## src/rtl/gas_status_uart_tx.sv

```systemverilog
// UART 8N1 status reporter for gas_fsm: sends a 3-byte frame {A5, {seq,status}, xor}
// on status change, on heartbeat expiry and once after reset.
module gas_status_uart_tx #(
  parameter int unsigned CLKS_PER_BIT     = 868,
  parameter int unsigned HEARTBEAT_CYCLES = 100000000
) (
  input  logic       clk,
  input  logic       rst,
  input  logic       V,
  input  logic       B,
  input  logic       S,
  input  logic       L,
  input  logic       A,
  input  logic       U,
  output logic       tx,
  output logic       busy,
  output logic [7:0] frame_cnt
);

  localparam logic [15:0] BAUD_LAST = 16'(CLKS_PER_BIT - 1);
  localparam logic [31:0] HB_LAST   = 32'(HEARTBEAT_CYCLES - 1);
  localparam logic [7:0]  SYNC_BYTE = 8'hA5;

  typedef enum logic [1:0] {IDLE, START, DATA, STOP} state_t;

  state_t      r_state;
  logic [5:0]  r_st_q;
  logic [5:0]  r_last;
  logic        r_pending;
  logic [31:0] r_hb;
  logic [15:0] r_baud;
  logic [2:0]  r_bit;
  logic [1:0]  r_byte;
  logic [7:0]  r_shift;
  logic [7:0]  r_b1;
  logic [7:0]  r_b2;
  logic        r_tx;
  logic        r_busy;
  logic [7:0]  r_frame_cnt;

  logic        w_start;
  logic        w_baud_end;
  logic [7:0]  w_b1;

  assign w_start    = (r_state == IDLE) && r_pending;
  assign w_baud_end = (r_baud == BAUD_LAST);
  assign w_b1       = {r_frame_cnt[1:0], r_st_q};

  assign tx        = r_tx;
  assign busy      = r_busy;
  assign frame_cnt = r_frame_cnt;

  // Inputs come from gas_fsm in the same clock domain: one register stage only.
  always_ff @(posedge clk) begin
    r_st_q <= {V, B, S, L, A, U};
  end

  always_ff @(posedge clk) begin
    if (rst) begin
      r_state     <= IDLE;
      r_last      <= '0;
      r_pending   <= 1'b1;
      r_hb        <= '0;
      r_baud      <= '0;
      r_bit       <= '0;
      r_byte      <= '0;
      r_shift     <= '0;
      r_b1        <= '0;
      r_b2        <= '0;
      r_tx        <= 1'b1;
      r_busy      <= 1'b0;
      r_frame_cnt <= '0;
    end else begin
      if (w_start)
        r_hb <= '0;
      else if (r_hb != HB_LAST)
        r_hb <= r_hb + 32'd1;

      // Sticky until a frame starts, so a reverted change still yields a frame.
      if (w_start)
        r_pending <= 1'b0;
      else if ((r_st_q != r_last) || (r_hb == HB_LAST))
        r_pending <= 1'b1;

      case (r_state)
        IDLE: begin
          r_tx <= 1'b1;
          if (w_start) begin
            r_last  <= r_st_q;
            r_b1    <= w_b1;
            r_b2    <= SYNC_BYTE ^ w_b1;
            r_shift <= SYNC_BYTE;
            r_baud  <= '0;
            r_bit   <= '0;
            r_byte  <= '0;
            r_busy  <= 1'b1;
            r_tx    <= 1'b0;
            r_state <= START;
          end
        end
        START: begin
          if (w_baud_end) begin
            r_baud  <= '0;
            r_bit   <= '0;
            r_tx    <= r_shift[0];
            r_shift <= r_shift >> 1;
            r_state <= DATA;
          end else begin
            r_baud <= r_baud + 16'd1;
          end
        end
        DATA: begin
          if (w_baud_end) begin
            r_baud <= '0;
            if (r_bit == 3'd7) begin
              r_tx    <= 1'b1;
              r_state <= STOP;
            end else begin
              r_bit   <= r_bit + 3'd1;
              r_tx    <= r_shift[0];
              r_shift <= r_shift >> 1;
            end
          end else begin
            r_baud <= r_baud + 16'd1;
          end
        end
        STOP: begin
          if (w_baud_end) begin
            r_baud <= '0;
            if (r_byte == 2'd2) begin
              r_byte      <= '0;
              r_busy      <= 1'b0;
              r_frame_cnt <= r_frame_cnt + 8'd1;
              r_state     <= IDLE;
            end else begin
              r_byte  <= r_byte + 2'd1;
              r_shift <= (r_byte == 2'd0) ? r_b1 : r_b2;
              r_tx    <= 1'b0;
              r_state <= START;
            end
          end else begin
            r_baud <= r_baud + 16'd1;
          end
        end
        default: r_state <= IDLE;
      endcase
    end
  end

endmodule

```

## config.mk

```make
export PLATFORM = sky130hd
export DESIGN_NAME = gas_status_uart_tx
export DESIGN_NICKNAME = d
export VERILOG_FILES = /design/src/rtl/gas_status_uart_tx.sv
export SDC_FILE = /design/constraint.sdc
export NUM_CORES = 1
export LEC_CHECK = 0
export ABC_CLOCK_PERIOD_IN_PS = 2640
export CORE_ASPECT_RATIO = 1.5
export CORE_MARGIN = 1.5
export CORE_UTILIZATION = 60
export CTS_CLUSTER_SIZE = 25
export DETAILED_ROUTE_END_ITERATION = 16
export PLACE_DENSITY = 0.79
export SYNTH_ARGS = -nofsm -noshare
export SYNTH_HDL_FRONTEND = slang
export SYNTH_SLANG_ARGS = --single-unit
```

## constraint.sdc

```tcl
create_clock -name clk -period 2.64 [get_ports clk]
set_input_delay 0.528 -clock clk [delete_from_list [all_inputs] [get_ports clk]]
set_output_delay 0.528 -clock clk [all_outputs]
set_load 0.005 [all_outputs]
```

==> metrics, run 1 <==
Post-CTS Repair Setup Buffers=0; CTS max path bufs=2; Synth Net Count=538; CP required=2.90 ns; met1 track demand over resource=27.5%; Max Slew Vio Count=0; Area growth syn-to-layout=10.4%; first-pass GRT wire length=15,400 µm; period utilization=88.8%; top post-synthesis cells by area=dfxtp_1 (42%), nor2_1 (5.6%), xnor2_1 (4.4%); WL per Instance=14.4 µm; CTS root buffer=clkbuf_8; Post-synth EDFFs=0; # port buffers=17; global routing usage on met2=44.4%; final clock skew=0.0168 ns; count of cell types in the netlist=58; # Max-Cap Violations=0; dpl ws=0.332 ns; Seq/Total Area, Yosys=41.9%; # placed instances=622; layout cell share with drive strength beyond 1=7.06%; Hold Startpoint=r_b1[6]; Synth Warn #=0; Hold Path Depth=2; row count=38; DRC viols=0; I/O pins=18; crit-path cells=ha_1 > nor3b_1 > nand4_2 > o22ai_2 > mux2i_1 > nor2_1; initial core utilization=61.3%; Avg Inst Size Synth=8.46 µm²; min Tclk post-route=2.34 ns; htree depth=3; Hold Fails Final Rpt=0; async set-reset flop share out of synthesis=0%; Total GRT Usage=24.7%; Die W=72.9 µm; critical path launch point=r_baud[0]; Detailed Place HPWL=6510 µm; RSZ-0062 raised after global routing=no; vias in the first global route=3,578; post-layout net count=551; worst skew pair latency=0.37 ns; # setup viols final=0; kind of critical path=reg -> reg; Syn Inst Count=520; hold_buf cts=0; Netlist Area Pre-Place=4400 µm²; worst r2r src=r_baud[0]; post-route ant nets=0; core area=7180 µm²; Die Ht=108 µm; Slew HR=42.1%; Crit. End Element=register; die area=7870 µm²; post-CTS sizing=0; max frequency=427 MHz; CP max stage delay=0.54 ns; diode count=0; initial DRC count=284; TritonCTS Sinks=92; Max FO, Critical Path=11; Seq cells post-synth=92; Vias per Instance=5.92; WP data arrival=2.60 ns; cell taking the most area after synthesis=dfxtp_1; startpoint types=register; register clock-pin slew on the reported worst setup and hold paths=0.08 ns; Static Leak=1.67 nW; grt total ovfl=0; GRT met3 Usage=3.18%; PwrDens=744 nW/µm²; total wire length=9170 µm; clock tree from TritonCTS=done; ys flop type=dfxtp_1; Via Count=3,780; routability cong.=0.857; fin cells=638; setup_tns=0 ns; GRT busiest layer=met2; pin count of the biggest net entering global routing=29; initial antenna violation count=0; Worst Tran Pin Value=0.861 ns; Synth top area share=41.9%; 1st-pass router iterations=4; Final Worst Setup Slack=0.296 ns; Inserted Clock Buffers=9; Hold Path Class=reg -> reg; status=complete, no violations; Critical-path top delay cell=o22ai_2; maximum VDD drop=0.609 mV; Worst Reg-to-Reg Cells=6
==> kinds of logic after synthesis <==
| kind of cell | synth area share (%) |
|---|---|
| DFF | 41.9 |
| muxes | 2.99 |
| buffers and inverters | 3.67 |
| and+or+nand+nor | 28.0 |
| AOI/OAI and AO/OA | 13.6 |
| xor gates and xnor gates | 6.97 |
| adders and majority gates | 2.84 |
==> cells in the mapped netlist (2+ instances only) <==
library cell	instances
buf_2	3
a22oi_1	6
nor4_1	14
o21ai_0	28
and3_1	8
and2_1	5
nor3_1	12
nand2b_1	3
mux2i_1	12
nand3_1	18
inv_1	15
nor3b_1	2
nand2_1	42
and4b_1	2
xor2_1	13
buf_4	3
a21oi_1	36
ha_1	10
nand4_1	20
or3_1	13
nor2_1	66
a41oi_1	2
and4_1	3
and4_4	2
xnor2_1	22
a31o_2	2
or4_1	5
o31ai_1	4
clkbuf_1	18
dfxtp_1	92
a31oi_1	8
a211oi_1	5
==> cell usage in the layout, fill, tap and decap left out, types with 9 or more instances in the layout <==
cell	count
dfxtp_1	92
nor2_1	66
nand2_1	42
a21oi_1	36
o21ai_0	28
xnor2_1	22
nand4_1	20
nand3_1	18
clkdlybuf4s50_1	17
inv_1	15
nor4_1	14
xor2_1	13
or3_1	13
nor3_1	12
mux2i_1	12
ha_1	10
clkbuf_8	10
buf_4	9
==> flip-flops by register name (all words and copies together), names as in the netlist <==
signal,count
r_state,2
r_hb,32
tx,1
r_byte,2
r_b2,4
r_last,5
r_bit,3
frame_cnt,8
r_b1,3
r_pending,1
busy,1
r_baud,16
r_shift,8
r_st_q,6
==> critical path: cells and delay by family (launching register included) <==
kind                     cells  cell delay [ns]
multiplexers                 1             0.26
adder cells (fa/ha/maj)      1             0.22
AO/OA/AOI/OAI                1             0.54
AND/OR/NAND/NOR              3             0.84
flip-flops                   1             0.39
==> per-layer routing <==
metal	part of all wire, %	vias to the layer above
li1	-	1891
met1	42	1793
met2	52	71
met3	2.7	25
met4	3.3	0
met5	0	-
==> area by class of cell <==
cell class                 instances  area (µm²)
tap                              100         125
clock buffer                      11         141
sequential                        92        1840
multi-input combinational        389        2400
timing repair buffer              26         238
inverter                          15        56.3
clock inverter                     5        57.6
fill                             605        2320
==> final timing paths <==
| check | endpoint | slack (ns) |
|---|---|---|
| max | r_shift[7] | 0.30 |
| min | r_b1[6] | 0.46 |
| max reg2reg | r_shift[7] | 0.30 |
| min reg2reg | r_b1[6] | 0.46 |
==> through the flow <==
| step | utilization, % | cell area [µm²] | total power, mW | hold slack, ns |
|---|---|---|---|---|
| after floorplan | - | 4400 | 2.43 | 0.436 |
| after global placement | 64.9 | 4660 | 2.65 | 0.441 |
| after detailed placement | 64.9 | 4660 | 2.69 | 0.449 |
| after CTS | 67.7 | 4860 | 3.64 | 0.462 |
| after global routing | 67.7 | 4860 | 3.83 | 0.487 |
| final | 67.7 | 4860 | 3.61 | 0.459 |
==> report_power, final <==
part,leakage (nW),switching [mW],internal (mW)
sequential,0.748,0.120,1.54
clock,0.104,0.486,0.467
combinational,0.813,0.617,0.382
No activity file was read; power rests on OpenSTA's default activity.
==> inputs of run 2 (changes only) <==
--- a/config.mk
+++ b/config.mk
@@ -6,12 +6,14 @@
 export NUM_CORES = 1
 export LEC_CHECK = 0
 export ABC_CLOCK_PERIOD_IN_PS = 2640
+export CAP_MARGIN = 0
 export CORE_ASPECT_RATIO = 1.5
 export CORE_MARGIN = 1.5
 export CORE_UTILIZATION = 60
 export CTS_CLUSTER_SIZE = 25
 export DETAILED_ROUTE_END_ITERATION = 16
 export PLACE_DENSITY = 0.79
+export SETUP_SLACK_MARGIN = 0.5
 export SYNTH_ARGS = -nofsm -noshare
 export SYNTH_HDL_FRONTEND = slang
 export SYNTH_SLANG_ARGS = --single-unit
==> run 2 against run 1 <==
Against the previous run: setup slack improved by 0.31 ns; highest routed layer unchanged; die area unchanged; cell count up 0.16%; register-to-register slack improved by 0.31 ns; non-clock buffer count grew 1; clock skew shrank 0.00054 ns; sequential share of layout area fell by 0.61 points; critical path depth grew 2; clock power about the same; clock-buffer cell count stayed put.
==> metrics, run 2 (synthesis gave the netlist of run 1 again) <==
status=complete, no violations; hold_buf cts=0; # port buffers=17; Seq pwr share=44.9%; Crit path max-delay family=simple AND/OR/NAND/NOR gates; DRC viols=0; Critical-path top delay cell=or3_1; post-layout net count=552; routability cong.=0.857; net switching power figure=1.26 mW; grt total ovfl=0; Slew HR=59.3%; Logic pwr share=29.4%; max FFs per register=32; Detailed Place HPWL=6510 µm; PwrDens=752 nW/µm²; placed cell area=4660 µm²; Hold Path Class=reg -> reg; period utilization=77.2%; min Tclk post-route=2.04 ns; max frequency=491 MHz; # Max-Cap Violations=0; WP data arrival=2.29 ns; post-route ant nets=0; commonest non-fill, non-tap cell in the layout=dfxtp_1; Die Ht=108 µm; die area=7870 µm²; Hold Fails Final Rpt=0; Crit path buffers/inverters=2; layout cell share with drive strength beyond 1=9.65%; sink of the worst hold path=r_b1[6]; startpoint types=register; Inserted Clock Buffers=9; clock tree from TritonCTS=done; Worst Tran Pin Value=0.605 ns; htree depth=3; CTS root buffer=clkbuf_8; Pint=2.46 mW; Fillers=588; Via Count=3,824; Vias per Instance=5.98; core area=7180 µm²; r2r setup slk=0.60 ns; first-pass GRT wire length=15,500 µm; Total GRT Usage=24.9%; vias in the first global route=3,590; pin count of the biggest net entering global routing=29; total power=3.72 mW; GRT met3 Usage=3.18%; CTS max path bufs=2; total wire length=9430 µm; Crit. End Element=register; Non-Filler Cell Area, Final=4950 µm²; WL per Instance=14.8 µm; Area growth syn-to-layout=12.5%; Worst Reg-to-Reg Cells=8; CP max stage delay=0.40 ns; Max Slew Vio Count=0; CP required=2.89 ns; RSZ-0062 raised after global routing=yes; row count=38; diode count=0; most frequent cells in the layout=dfxtp_1 (88), nor2_1 (66), nand2_1 (42); Finished Core Util=68.9%; initial core utilization=61.3%; R2R Path End=r_shift[7]; final clock skew=0.0163 ns; # setup viols final=0; Hold Path Depth=2; initial antenna violation count=0; met1 track demand over resource=27.6%; global routing usage on met2=44.6%; worst r2r src=r_state[0]; 1st-pass router iterations=4; initial DRC count=273; TritonCTS Sinks=92; kind of critical path=reg -> reg; I/O pins=18; GRT busiest layer=met2; biggest regs=r_hb (32), r_baud (16); Static Leak=1.68 nW; worst skew pair latency=0.37 ns; register clock-pin slew on the reported worst setup and hold paths=0.09 ns; Clock Power Share=25.7%; Min Hold Slack=0.459 ns; Most flops, register=r_hb; Hold Startpoint=r_b1[6]; crit-path cells=inv_1 > ha_1 > nor2b_2 > or3_1 > o22ai_4 > buf_12 > mux2i_1 > nor2_1; Die W=72.9 µm; sw frac=33.9%; maximum VDD drop=0.608 mV; Max FO, Critical Path=11; setup_tns=0 ns
run 2: final cells by class:
cell class	instances	area (µm²)	area share, %
multi-input combinational	389	2460	49.8
sequential	92	1850	37.3
timing repair buffer	27	258	5.21
clock buffer	11	141	2.86
tap	100	125	2.53
clock inverter	5	57.6	1.16
inverter	15	56.3	1.14
run 2: tightest hold or removal path: stages (launching register included):
cell and delay (ns):
dfxtp_1 0.32, nand2_1 0.05, a21oi_1 0.05
run 2: what timing repair did:
item                                    CTS  global route
buffers inserted                          1             0
endpoints found under the setup margin   11            21
pin swaps                                 1             0
gates resized for setup                   4            13
run 2: worst max path at each step:
| stage | startpoint | to | slack [ns] | cells past startpoint |
|---|---|---|---|---|
| after detailed placement | r_baud[0] | r_shift[7] | 0.33 | 6 |
| after CTS | r_hb[0] | r_hb[28] | 0.55 | 6 |
| after global placement | r_state[0] | r_shift[7] | 0.46 | 7 |
| after floorplan | r_state[0] | r_shift[1] | 0.61 | 9 |
| after global routing | r_baud[0] | r_state[0] | 0.38 | 6 |
| final | r_state[0] | r_shift[7] | 0.60 | 8 |
run 2: layer usage:
metal  vias to the layer above  share of wire (%)
met5                         -                  0
met4                         0                3.3
met3                        29                2.7
met2                        84                 52
met1                      1816                 42
li1                       1895                  -
run 2: stage by stage:
stage	instances	setup slack, ns
2_1_floorplan	520	0.612
3_3_place_gp	622	0.462
3_5_place_dp	622	0.332
4_1_cts	639	0.546
5_1_grt	639	0.383
6_report	639	0.602
run 2: power by group through the flow:
| stage | clock [mW] | combinational (mW) | sequential (mW) |
|---|---|---|---|
| 2_1_floorplan | 0 | 0.772 | 1.66 |
| 3_3_place_gp | 0 | 0.961 | 1.68 |
| 3_5_place_dp | 0 | 0.993 | 1.69 |
| 4_1_cts | 0.979 | 1.07 | 1.66 |
| 5_1_grt | 1.03 | 1.22 | 1.69 |
| 6_report | 0.957 | 1.09 | 1.67 |
